--- src/rtl/flag_unit_if.sv ---
// Execute-side flag bus between the pipeline and flag_unit.
// master drives the execute-stage inputs; slave is the flag unit.
interface flag_unit_if;
    logic       FlagWriteE;
    logic [3:0] ALUFlagsE;
    logic       FlushE;
    logic       StallB;
    logic [2:0] OpcodeE;
    logic [1:0] SE;
    logic [3:0] Flags;
    logic [3:0] ArchFlags;
    logic       FlagsBusy;
    logic       FlagHazard;

    modport master (
        output FlagWriteE, ALUFlagsE, FlushE, StallB, OpcodeE, SE,
        input  Flags, ArchFlags, FlagsBusy, FlagHazard
    );

    modport slave (
        input  FlagWriteE, ALUFlagsE, FlushE, StallB, OpcodeE, SE,
        output Flags, ArchFlags, FlagsBusy, FlagHazard
    );
endinterface

--- src/rtl/flag_unit.sv ---
// NZCV flag register with a STAGES-deep in-flight write pipe from execute to commit.
// Define FLAG_FORWARD_EN to forward in-flight flags; otherwise branches raise FlagHazard.
module flag_unit #(
    parameter int STAGES = 2
) (
    input  logic        clk,
    input  logic        rst,
    flag_unit_if.slave  bus
);

    localparam logic [2:0] OP_BRANCH = 3'b110;
    localparam logic [1:0] SE_ALWAYS = 2'b11;

    logic [STAGES-1:0] r_valid;
    logic [3:0]        r_flags [STAGES];
    logic [3:0]        r_arch;

    logic              w_insert_valid;
    logic              w_busy;
    logic [3:0]        w_flags_view;
    logic              w_hazard;

    assign w_insert_valid = bus.FlagWriteE & ~bus.FlushE;
    assign w_busy         = |r_valid;

    // In-flight pipe shift and architectural commit; everything freezes on backend stall.
    always_ff @(posedge clk) begin
        if (rst) begin
            r_valid <= '0;
            r_arch  <= 4'b0000;
            for (int i = 0; i < STAGES; i++) begin
                r_flags[i] <= 4'b0000;
            end
        end else if (!bus.StallB) begin
            r_valid[0] <= w_insert_valid;
            r_flags[0] <= bus.ALUFlagsE;
            for (int i = 1; i < STAGES; i++) begin
                r_valid[i] <= r_valid[i-1];
                r_flags[i] <= r_flags[i-1];
            end
            if (r_valid[STAGES-1]) begin
                r_arch <= r_flags[STAGES-1];
            end else begin
                r_arch <= r_arch;
            end
        end else begin
            r_valid <= r_valid;
            r_arch  <= r_arch;
        end
    end

`ifdef FLAG_FORWARD_EN
    // Youngest valid entry wins: scan oldest to youngest so lower indices overwrite.
    always_comb begin
        w_flags_view = r_arch;
        for (int i = STAGES - 1; i >= 0; i--) begin
            w_flags_view = r_valid[i] ? r_flags[i] : w_flags_view;
        end
        w_hazard = 1'b0;
    end
`else
    // Without forwarding only committed flags are visible, so a conditional branch must wait.
    always_comb begin
        w_flags_view = r_arch;
        if ((bus.OpcodeE == OP_BRANCH) && (bus.SE != SE_ALWAYS)) begin
            w_hazard = w_busy;
        end else begin
            w_hazard = 1'b0;
        end
    end
`endif

    assign bus.Flags      = w_flags_view;
    assign bus.ArchFlags  = r_arch;
    assign bus.FlagsBusy  = w_busy;
    assign bus.FlagHazard = w_hazard;

endmodule

--- src/flat_wrapper.sv ---
// flat-port wrapper written by rule: the top's interface ports become plain ports
module flag_unit_flat 
#(
    parameter int STAGES = 2
)
  (clk, rst, bus_FlagWriteE, bus_ALUFlagsE, bus_FlushE, bus_StallB, bus_OpcodeE, bus_SE, bus_Flags, bus_ArchFlags, bus_FlagsBusy, bus_FlagHazard);
  flag_unit_if bus_i ();
  input  logic clk;
  input  logic rst;
  input wire logic [$bits(bus_i.FlagWriteE)-1:0] bus_FlagWriteE;
  input wire logic [$bits(bus_i.ALUFlagsE)-1:0] bus_ALUFlagsE;
  input wire logic [$bits(bus_i.FlushE)-1:0] bus_FlushE;
  input wire logic [$bits(bus_i.StallB)-1:0] bus_StallB;
  input wire logic [$bits(bus_i.OpcodeE)-1:0] bus_OpcodeE;
  input wire logic [$bits(bus_i.SE)-1:0] bus_SE;
  output wire logic [$bits(bus_i.Flags)-1:0] bus_Flags;
  output wire logic [$bits(bus_i.ArchFlags)-1:0] bus_ArchFlags;
  output wire logic [$bits(bus_i.FlagsBusy)-1:0] bus_FlagsBusy;
  output wire logic [$bits(bus_i.FlagHazard)-1:0] bus_FlagHazard;
  assign bus_i.FlagWriteE = bus_FlagWriteE;
  assign bus_i.ALUFlagsE = bus_ALUFlagsE;
  assign bus_i.FlushE = bus_FlushE;
  assign bus_i.StallB = bus_StallB;
  assign bus_i.OpcodeE = bus_OpcodeE;
  assign bus_i.SE = bus_SE;
  assign bus_Flags = bus_i.Flags;
  assign bus_ArchFlags = bus_i.ArchFlags;
  assign bus_FlagsBusy = bus_i.FlagsBusy;
  assign bus_FlagHazard = bus_i.FlagHazard;
  flag_unit #(.STAGES(STAGES)) u_core (.clk(clk), .rst(rst), .bus(bus_i));
endmodule
--- config.mk ---
export PLATFORM = sky130hd
export DESIGN_NAME = flag_unit_flat
export DESIGN_NICKNAME = d
export VERILOG_FILES = /design/src/rtl/flag_unit_if.sv /design/src/rtl/flag_unit.sv /design/src/flat_wrapper.sv
export SDC_FILE = /design/constraint.sdc
export NUM_CORES = 1
export LEC_CHECK = 0
export CORE_ASPECT_RATIO = 1.2
export CORE_UTILIZATION = 25
export DETAILED_ROUTE_END_ITERATION = 16
export GPL_TIMING_DRIVEN = 1
export SLEW_MARGIN = 10
export SYNTH_ARGS = -nofsm -noshare
export SYNTH_HDL_FRONTEND = slang
export SYNTH_SLANG_ARGS = --single-unit
export TNS_END_PERCENT = 10
--- constraint.sdc ---
create_clock -name clk -period 1 [get_ports clk]
set_input_delay 0.1 -clock clk [delete_from_list [all_inputs] [get_ports clk]]
set_output_delay 0.1 -clock clk [all_outputs]
set_load 0.01 [all_outputs]
[Yosys cells after proc, flatten, opt, wreduce, memory -nomap -nowiden]
Memory sizes are Yosys's and may differ from the RTL's. A register that Yosys moved wholly into a read port is not among the register bits.
Cells that the tools add are included.
Operators by class
  add/sub/neg operators: 0
  multipliers: 0
  div/mod/pow operators: 0
  $lt $le $gt $ge: 0
  equality and inequality tests: 2
  shifts and indexed selects: 0
  multiplexer cells: 8
  bitwise logic cells: 5
  reduce and logical (&&, ||, !) cells: 3
Operator list (number)
  4-bit two-way mux: 2
  1-bit two-way mux: 6
  3-bit == test (second input constant): 1
  2-bit inequality test (second input constant): 1
  1-bit NOT: 2
  1-bit OR: 2
  2-bit AND reduction: 1
  2-bit OR reduction: 1
  1-bit bitwise AND: 1
  1-bit logical AND: 1
Storage, ports and cells
  bits in registers: 2
  latch bits: 0
  memory bits (writable): 8
  memory bits (read-only): 0
  input port bits: 14
  output and inout port bits: 10
  memories kept: 1
Memory list
  u_core.r_flags: depth 2, bits a word 4, rd ports 2, clocked after Yosys merged registers in 1, write ports 2, RTL line flag_unit.sv:15  | logic [3:0] r_flags [STAGES];

[Logic depth before layout (Yosys ltp)]
  depth in word-level cells: 4
  depth in mapped cells: 3

[Least setup slack after synthesis]
No wires, ideal clock.
  path type: flip-flop to output port
  start point: register u_core.r_valid[1]
  end point: output port bus_FlagHazard
  arrival: 0.868 ns
  required time: 0.900 ns
  setup slack: 0.032 ns
  cell stages (with the launch flop): 3
  buffers on the path: 0
  path through: dfxtp_1 -> or2_2 -> and4b_1
On the way
  cells in the longest elaborated chain, start to end: 2
RTL lines
  start: declaration: RTL line flag_unit.sv:14  | logic [STAGES-1:0] r_valid;
  start signal: indexed assignment: RTL line flag_unit.sv:38  | r_valid[i] <= r_valid[i-1];
  start signal: assignment: RTL line flag_unit.sv:47  | r_valid <= r_valid;
  2-bit OR reduction: RTL line flag_unit.sv:24  | assign w_busy = |r_valid;
  named net bus_FlagsBusy: RTL line flat_wrapper.sv:18  | output wire logic [$bits(bus_i.FlagsBusy)-1:0] bus_FlagsBusy;
  1-bit two-way mux: RTL line flag_unit.sv:65  | if ((bus.OpcodeE == OP_BRANCH) && (bus.SE != SE_ALWAYS)) begin
  end: declaration: RTL line flat_wrapper.sv:19  | output wire logic [$bits(bus_i.FlagHazard)-1:0] bus_FlagHazard;
The timed path passes the listed nets, and every way through them passes these cells.

[Worst setup path after layout]
  start point: register u_core.r_valid[1]
  end point: output port bus_FlagHazard
On the way
  cells in the longest elaborated chain, start to end: 2
RTL lines (RTL line)
  2-bit OR reduction: flag_unit.sv:24
  1-bit two-way mux: flag_unit.sv:65
Every way passes these cells.

==> results.md <==
* Status: finished with violations
* Failing checks: setup timing
* Worst path max stage delay at 0.32 ns
* Fin nets at 92
* Count of cell types in the netlist at 19
* Initial Util at 0.267
* Gr ovfl total at 0
* Setup TNS at -0.278 ns
* Reg power frac at 0.595
* CTS Buffer Depth at 2
* Initial antenna violation count at 0
* CP Buf/Inv Count at 1
* Post-Syn Area at 622 um^2
* CTS sink count at 14
* Tmin final at 1.22 ns
* Flops & latches, synth at 14
* GP Congestion at 0.733
* Worst r2r dst: u_core.bus.ArchFlags[2]
* Wirelength per Cell at 10.6 um
* Hold Path Sink: u_core.r_valid[0]
* Share of post-route cells with drive strength above 1 at 0.286
* # DRC at 0
* Die Y at 56.6 um
* R2R depth at 3
* Placed cells at 104
* Gr busiest metal: met2
* Cts hold-fix bufs at 0
* Post-Place Setup Slack at -0.577 ns
* Worst hold path type: input pin to flip-flop
* Reg2Reg Setup Slack at 0.11 ns
* Root buffer cell: clkbuf_4
* Vias in the first global route at 456
* Tcrit/Tclk final at 1.22
* TritonCTS buffer count at 3
* Syn. warnings at 0
* Max-slew headroom at 0.903
* Cell Pwr Density at 1250 nW/um^2
* Buffers added on ports at 23
* Largest net degree at the start of global routing at 11
* CP arrival at 1.12 ns
* IO Pins at 24
* First-pass DRT Iterations at 3
* Comb pwr share at 0.110
* Crit end category: output port
* F_max at 817 MHz
* ANT nets after route at 0
* Worst hold margin at 0.191 ns
* Slew Viols, Final at 0
* Leakage at 0.365 nW
* Via count at 460
* Total wire length at 1140 um
* Int Power at 862 uW
* Ant diodes at 0
* M1 GR Usage at 0.0990
* Peak supply drop at 1040 uV
* WS Path Type: flip-flop to output port
* Hold_sp: bus_StallB
* Grt met2 use at 0.166
* Clock power frac at 0.296
* NetSw at 221 uW
* Hold depth at 3
* Iteration-0 DRC Markers at 9
* Clk_skew at 0.00319 ns
* Setup ws final at -0.224 ns
* Core Box Area at 2330 um^2
* RR Startpoint: u_core.r_valid[1]
* RSZ-0062 raised after global routing: yes
* DPL Wire Length at 895 um
* Sw frac at 0.204
* Synthesized area per cell at 12.2 um^2
* Critical path, cell by cell: or2_4 > and4b_1 > buf_2
* H-tree depth at 1
* Total GRT Usage at 0.100
* First-pass GRT wire length at 1870 um
* Net count after synthesis at 65
* Area Growth Syn to Fin at 39.6%
* Final setup vio count at 2
* Worst-margin pin slew at 0.142 ns
* Final Non-Filler Cells at 108
* WP data required at 0.90 ns
* Crit path max fanout at 2
* M3 GR Usage at 0.0386
* CP top delay family: simple AND/OR/NAND/NOR gates
* Row count at 19
* Die X at 47.5 um
* Clk Latency, worst-skew pair at 0.27 ns
* Critical Path Start Type: flip-flop
* Max_cap viols at 0
* Area of the die at 2690 um^2
* Vias per cell at 4.26
* Worst-path clk slew at 0.08 ns
* CTS tree: done
* Postcts setup bufs at 0
* Post-Synthesis Cells at 51
* Slowest CP cell: dfxtp_1
* Final hold violation count at 0
* Register area share after synthesis at 0.579
## flip-flops by register name, summed over array words and instances, names as in the netlist
signal,cells
u_core.r_flags,8
u_core.bus.ArchFlags,4
u_core.r_valid,2
## layout make-up
| class | instances | area [um^2] |
|---|---|---|
| Clock buffer | 3 | 22.5 |
| Clock inverter | 1 | 3.75 |
| Tap cell | 31 | 38.8 |
| Multi-Input combinational cell | 31 | 221 |
| Fill cell | 265 | 1460 |
| Timing Repair Buffer | 28 | 220 |
| Sequential cell | 14 | 362 |
## cells in the final DEF, fill, tap and decap left out, types with 2 or more instances in the layout
| cell | netlist | layout |
|---|---|---|
| edfxtp_1 | 8 | 8 |
| nor2_1 | 2 | 2 |
| o21ai_1 | 0 | 2 |
| o21ai_0 | 4 | 2 |
| clkbuf_2 | 0 | 9 |
| dfxtp_1 | 6 | 5 |
| nand4bb_1 | 4 | 4 |
| and2_1 | 8 | 8 |
| nand2b_1 | 4 | 4 |
| clkdlybuf4s50_1 | 0 | 12 |
| clkbuf_4 | 0 | 3 |
| buf_4 | 4 | 5 |
## worst register-to-register path, cell delays in order (launching register included)
cell and delay, ns:
dfxtp_1 0.32, buf_4 0.15, and2b_2 0.21, o21ai_0 0.15
## power by group through the flow
stage,Combinational (mW),Clock [mW],Sequential (mW)
after global routing,0.130,0.353,0.648
after global placement,0.116,0,0.655
after detailed placement,0.121,0,0.657
after floorplan,0.0474,0,0.656
final,0.119,0.321,0.644
after CTS,0.122,0.333,0.644
## per-stage QoR
step	area, um^2	util	power (mW)
3_3_place_gp	882	0.379	0.771
5_1_grt	868	0.373	1.13
2_1_floorplan	622	-	0.703
4_1_cts	910	0.390	1.10
6_report	868	0.373	1.08
3_5_place_dp	882	0.379	0.778
## how the worst max path moves through the flow
stage / start / end / slack (ns) / depth (start not counted)
finish: u_core.r_valid[1] / bus_FlagHazard / -0.22 / 3
global route: u_core.r_valid[1] / bus_FlagHazard / -0.27 / 3
CTS: u_core.r_valid[1] / bus_FlagHazard / -0.24 / 3
detailed placement: bus_OpcodeE[1] / bus_FlagHazard / -0.58 / 4
global placement: bus_OpcodeE[1] / bus_FlagHazard / -0.52 / 4
floorplan: u_core.r_valid[1] / bus_FlagHazard / 0.03 / 2
## synthesized netlist by cell type, drive strengths merged
cell	number	area, um^2
dfxtp	6	120
nor2	2	7.51
a21boi	1	7.51
o21ai	4	20.0
mux2i	1	10.0
nand2	1	3.75
a21oi	1	5.00
or2b	1	7.51
nand2b	4	25.0
nand4bb	4	45.0
and4b	1	10.0
edfxtp	8	240
or2	1	6.26
and2b	1	8.76
buf	6	46.3
or3b	1	8.76
and2	8	50.1
## cell families (layout without fill, tap and decap cells)
kind of cell	after synthesis	count (layout)	share of synthesized area
AO/OA/AOI/OAI	6	6	0.0523
buffers and inverters	6	32	0.0744
flip-flops	14	14	0.579
multiplexers	1	1	0.0161
AND/OR/NAND/NOR	24	24	0.278
## timing repair
action | 4_1_cts | 5_1_grt
resized for setup | 24 | 13
endpoints found under the hold margin | 0 | 0
pin swaps | 2 | 0
setup endpoints to repair | 18 | 14
## metal layers
metal  vias to the layer above  routed length [um]  share of wire
met5                         -                   0              0
met4                         0                  27          0.024
met3                         2                  81          0.071
met2                        19                 609           0.53
met1                       211                 424           0.37
li1                        228                   -              -
(Power assumes the default switching activity.)
==> RTL edit 1 (config.mk and constraints unchanged) <==
Add a define of `FLAG_FORWARD_EN`.
--- a/src/rtl/flag_unit.sv
+++ b/src/rtl/flag_unit.sv
@@ -1,4 +1,6 @@
 // NZCV flag register with a STAGES-deep in-flight write pipe from execute to commit.
 // Define FLAG_FORWARD_EN to forward in-flight flags; otherwise branches raise FlagHazard.
+`define FLAG_FORWARD_EN
+
 module flag_unit #(
     parameter int STAGES = 2
Behaviour: not the same (Yosys sat finds a counterexample within 4 cycles, from zero or initial values and one cycle with rst high).
==> RTL edit 1 against the unedited design <==
The flow still finishes with violations (setup timing). Cell area rose by 4.5%. Utilization rose by 1.3 points. Maximum frequency shrank 1.1%. Synthesized area is 2.4% higher. Sequential cell count is the same. Critical path depth is 1 higher. Global-route usage rose by 0.88 points. Wire length grew 15%. Total power is 0.51% higher. Worst setup slack worse by 0.014 ns. Clock power is essentially flat. Largest power group unchanged.
==> RTL edit 1: results (changes against the unedited design) <==
Initial DRC Count = 6 (-3)
met2 wire len = 573 um (-5.9%)
critical path's slowest cell = dfxtp_2
Placed Cells incl. Taps = 112 (+7.7%)
Post-DP Area = 903 um2 (+2.4%)
Setup violations, final = 10 (+8)
wirelength, routed = 1310 um (+15%)
Overall Power = 1.09 mW (+0.51%)
Post-layout nets = 100 (+8.7%)
met3 wire len = 56 um (-31%)
Synth Area in Compound Gates = 3.93% (-1.3 points)
Cells after Synth = 57 (+12%)
WL/cell = 11.4 um (+7.6%)
mux cell area share after synthesis = 14.1% (+13 points)
router iterations before antenna repair = 2 (-1)
net load switching power = 242 uW (+9.4%)
M1 WL = 647 um (+53%)
global-route wire length before repair = 2010 um (+7.4%)
GRT Total Usage = 10.9% (+0.88 points)
pin count of the biggest net entering global routing = 12 (+1)
post-DR vias/cell = 4.03 (-5.5%)
slowest stage delay, CP = 0.35 ns (+0.03 ns)
post-layout util = 38.5% (+1.3 points)
Post-Synth XOR/XNOR Area = 0% (unchanged)
WP data arrival = 1.14 ns (+0.02 ns)
post_cts resized = 40 (+67%)
Post-synth top cells = mux2i_1 (9), and2_1 (8), edfxtp_1 (8), nor2_1 (7), dfxtp_1 (6)
I/O Buffers = 17 (-26%)
share of layout cells above drive strength 1 = 36.9% (+8.3 points)
status = finished, violations left
failing checks = setup timing
Worst VDD drop = 865 uV (-17%)
Filler Cell Count = 235 (-11%)
clock power share = 29.4% (-0.2 points)
leakage power = 0.373 nW (+2.1%)
final clock skew = 0.000236 ns (-0.00295 ns)
DP Wirelength = 962 um (+7.4%)
combinational power = 114 uW (-4%)
largest cells by area after synthesis = edfxtp_1 (38%), dfxtp_1 (19%), mux2i_1 (14%), and2_1 (7.9%), nor2_1 (4.1%)
GP Congestion = 0.723 (-1.4%)
Fin Setup TNS = -1.72 ns (-1.44 ns)
delay-heaviest family, CP = flip-flops
number of distinct library cells after synthesis = 16 (-3)
Post-Place Worst Slack = -0.367 ns (+0.210 ns)
sequential area share after synthesis = 56.6% (-1.4 points)
crit-path max FO = 3 (+1)
Final WS setup = -0.238 ns (-0.0138 ns)
## RTL edit 1: path summary, 6_finish.rpt
path / from / slack, ns / depth (start not counted) / endpoint
max: u_core.r_valid[1]$_SDFFE_PP0N_ / -0.24 / 4 / bus_Flags[0]
min: bus_ALUFlagsE[0] / 0.47 / 2 / u_core.r_flags[0][0]$_SDFFCE_PN0P_
max reg2reg: u_core.r_valid[1]$_SDFFE_PP0N_ / -0.14 / 5 / u_core.bus.ArchFlags[0]$_SDFFE_PP0N_
min reg2reg: u_core.r_flags[0][6]$_SDFFCE_PN0P_ / 0.53 / 2 / u_core.bus.ArchFlags[2]$_SDFFE_PP0N_
## RTL edit 1: area by class of cell
class                      instances  share of cell area (%)
clock buffer                       3                    2.48
multi-input combinational         38                    26.9
sequential                        14                    40.4
tap                               31                    4.28
timing repair buffer              29                    25.9
## RTL edit 1: metal layers
metal	up-vias	global-route usage [%]
met3	4	2.85
met1	202	16.0
met2	14	13.7
li1	243	-
met4	0	7.14
met5	-	0
==> RTL edit 2 (same flow settings) <==
Made on the original files. Reset style: asynchronous (`rst`), changed in one clocked block.
--- a/src/rtl/flag_unit.sv
+++ b/src/rtl/flag_unit.sv
@@ -25,5 +25,5 @@
 
     // In-flight pipe shift and architectural commit; everything freezes on backend stall.
-    always_ff @(posedge clk) begin
+    always_ff @(posedge clk or posedge rst) begin
         if (rst) begin
             r_valid <= '0;
Function: differs if rst is asserted again (counterexample within 4 cycles, from zero or initial values and one cycle with rst high); with rst held inactive, the same outputs for 10 cycles.
==> RTL edit 2 against the unedited design <==
The flow still finishes with violations (setup timing). Wire length shrank 13%. Synthesized cell count decreased by 22%. Sequential cell count unchanged. Worst setup slack got worse by 0.052 ns. Synthesized area up 3.8%. First-iteration DRC count down 56%. Cell area rose by 2.6%. Maximum frequency fell by 4.1%. Global-route usage decreased by 1.5 points. Largest cell class unchanged. Highest routed layer is now met3.
Power is not compared: it rests on default switching activity, and its combinational part moved more than twofold at a synthesized area within 25%.
==> RTL edit 2: results (changes against the unedited design) <==
Post-Place Worst Slack = -0.557 ns (+0.0198 ns)
largest cells by area after synthesis = dfrtp_1 (54%), mux2_4 (30%), buf_4 (4.7%), nor2b_4 (2.1%), buf_6 (1.7%)
GP Congestion = 0.624 (-15%)
Max Used Layer = met3
M1 WL = 422 um (-0.47%)
Final WS setup = -0.276 ns (-0.0517 ns)
WHS = 0.125 ns (-0.0658 ns)
measured slew at the worst slew-check pin = 0.222 ns (+0.0797 ns)
Synth Net Count = 54 (-17%)
Mapped Avg Cell Area = 16.1 um2 (+32%)
Synth Area in Compound Gates = 1.94% (-3.3 points)
RR Startpoint = u_core.r_valid[1]$_DFFE_PP0N_
status = finished, violations left
Post-layout nets = 81 (-12%)
failing checks = setup timing
final clock skew = 0.00135 ns (-0.00183 ns)
WL/cell = 10.4 um (-2.1%)
Fin Setup TNS = -0.883 ns (-0.605 ns)
Setup violations, final = 6 (+4)
Filler Cell Count = 249 (-6.0%)
post-DR vias/cell = 4.01 (-5.8%)
met2 wire len = 485 um (-20%)
register area = 350 um2 (-3.1%)
share of layout cells above drive strength 1 = 47.7% (+19 points)
Final Non-Filler Cells = 96 (-11%)
pin count of the biggest net entering global routing = 15 (+4)
Post-synth top cells = dfrtp_1 (14), mux2_4 (13), buf_4 (4)
global-route wire length before repair = 1730 um (-7.7%)
router iterations before antenna repair = 2 (-1)
Post-DP Area = 916 um2 (+3.8%)
Hold WC Path Type = in2async
R2R Path End = u_core.bus.ArchFlags[3]$_DFFE_PP0P_
DP Wirelength = 790 um (-12%)
-- RTL edit 2: cell count changes in the layout (fill, tap and decap cells not counted), moves of 4 or more --
| cell | change |
|---|---|
| nand2b_1 | -4 |
| clkbuf_2 | -9 |
| dfrtp_1 | +14 |
| dfxtp_1 | -5 |
| nand4bb_1 | -4 |
| mux2_4 | +13 |
| edfxtp_1 | -8 |
| and2_1 | -8 |
| buf_2 | +8 |
-- RTL edit 2: repair_timing --
action / in CTS / in global routing
endpoints found under the setup margin: 23 / 6
resized for setup: 38 / 0
gates cloned: 0 / 0
pin swaps: 2 / 1
setup buffers: 0 / 0
-- RTL edit 2: cell type report --
type                            count  area share (%)
Sequential cell                    14            39.3
Multi-Input combinational cell     20            28.1
Timing Repair Buffer               27            25.3
Tap cell                           31            4.35
Clock buffer                        3            2.53
Inverter                            1           0.421
-- RTL edit 2: critical path: stages (launching register included) --
cell,delay (ns)
dfrtp_1,0.37
or2_1,0.23
and4b_1,0.17
buf_2,0.13
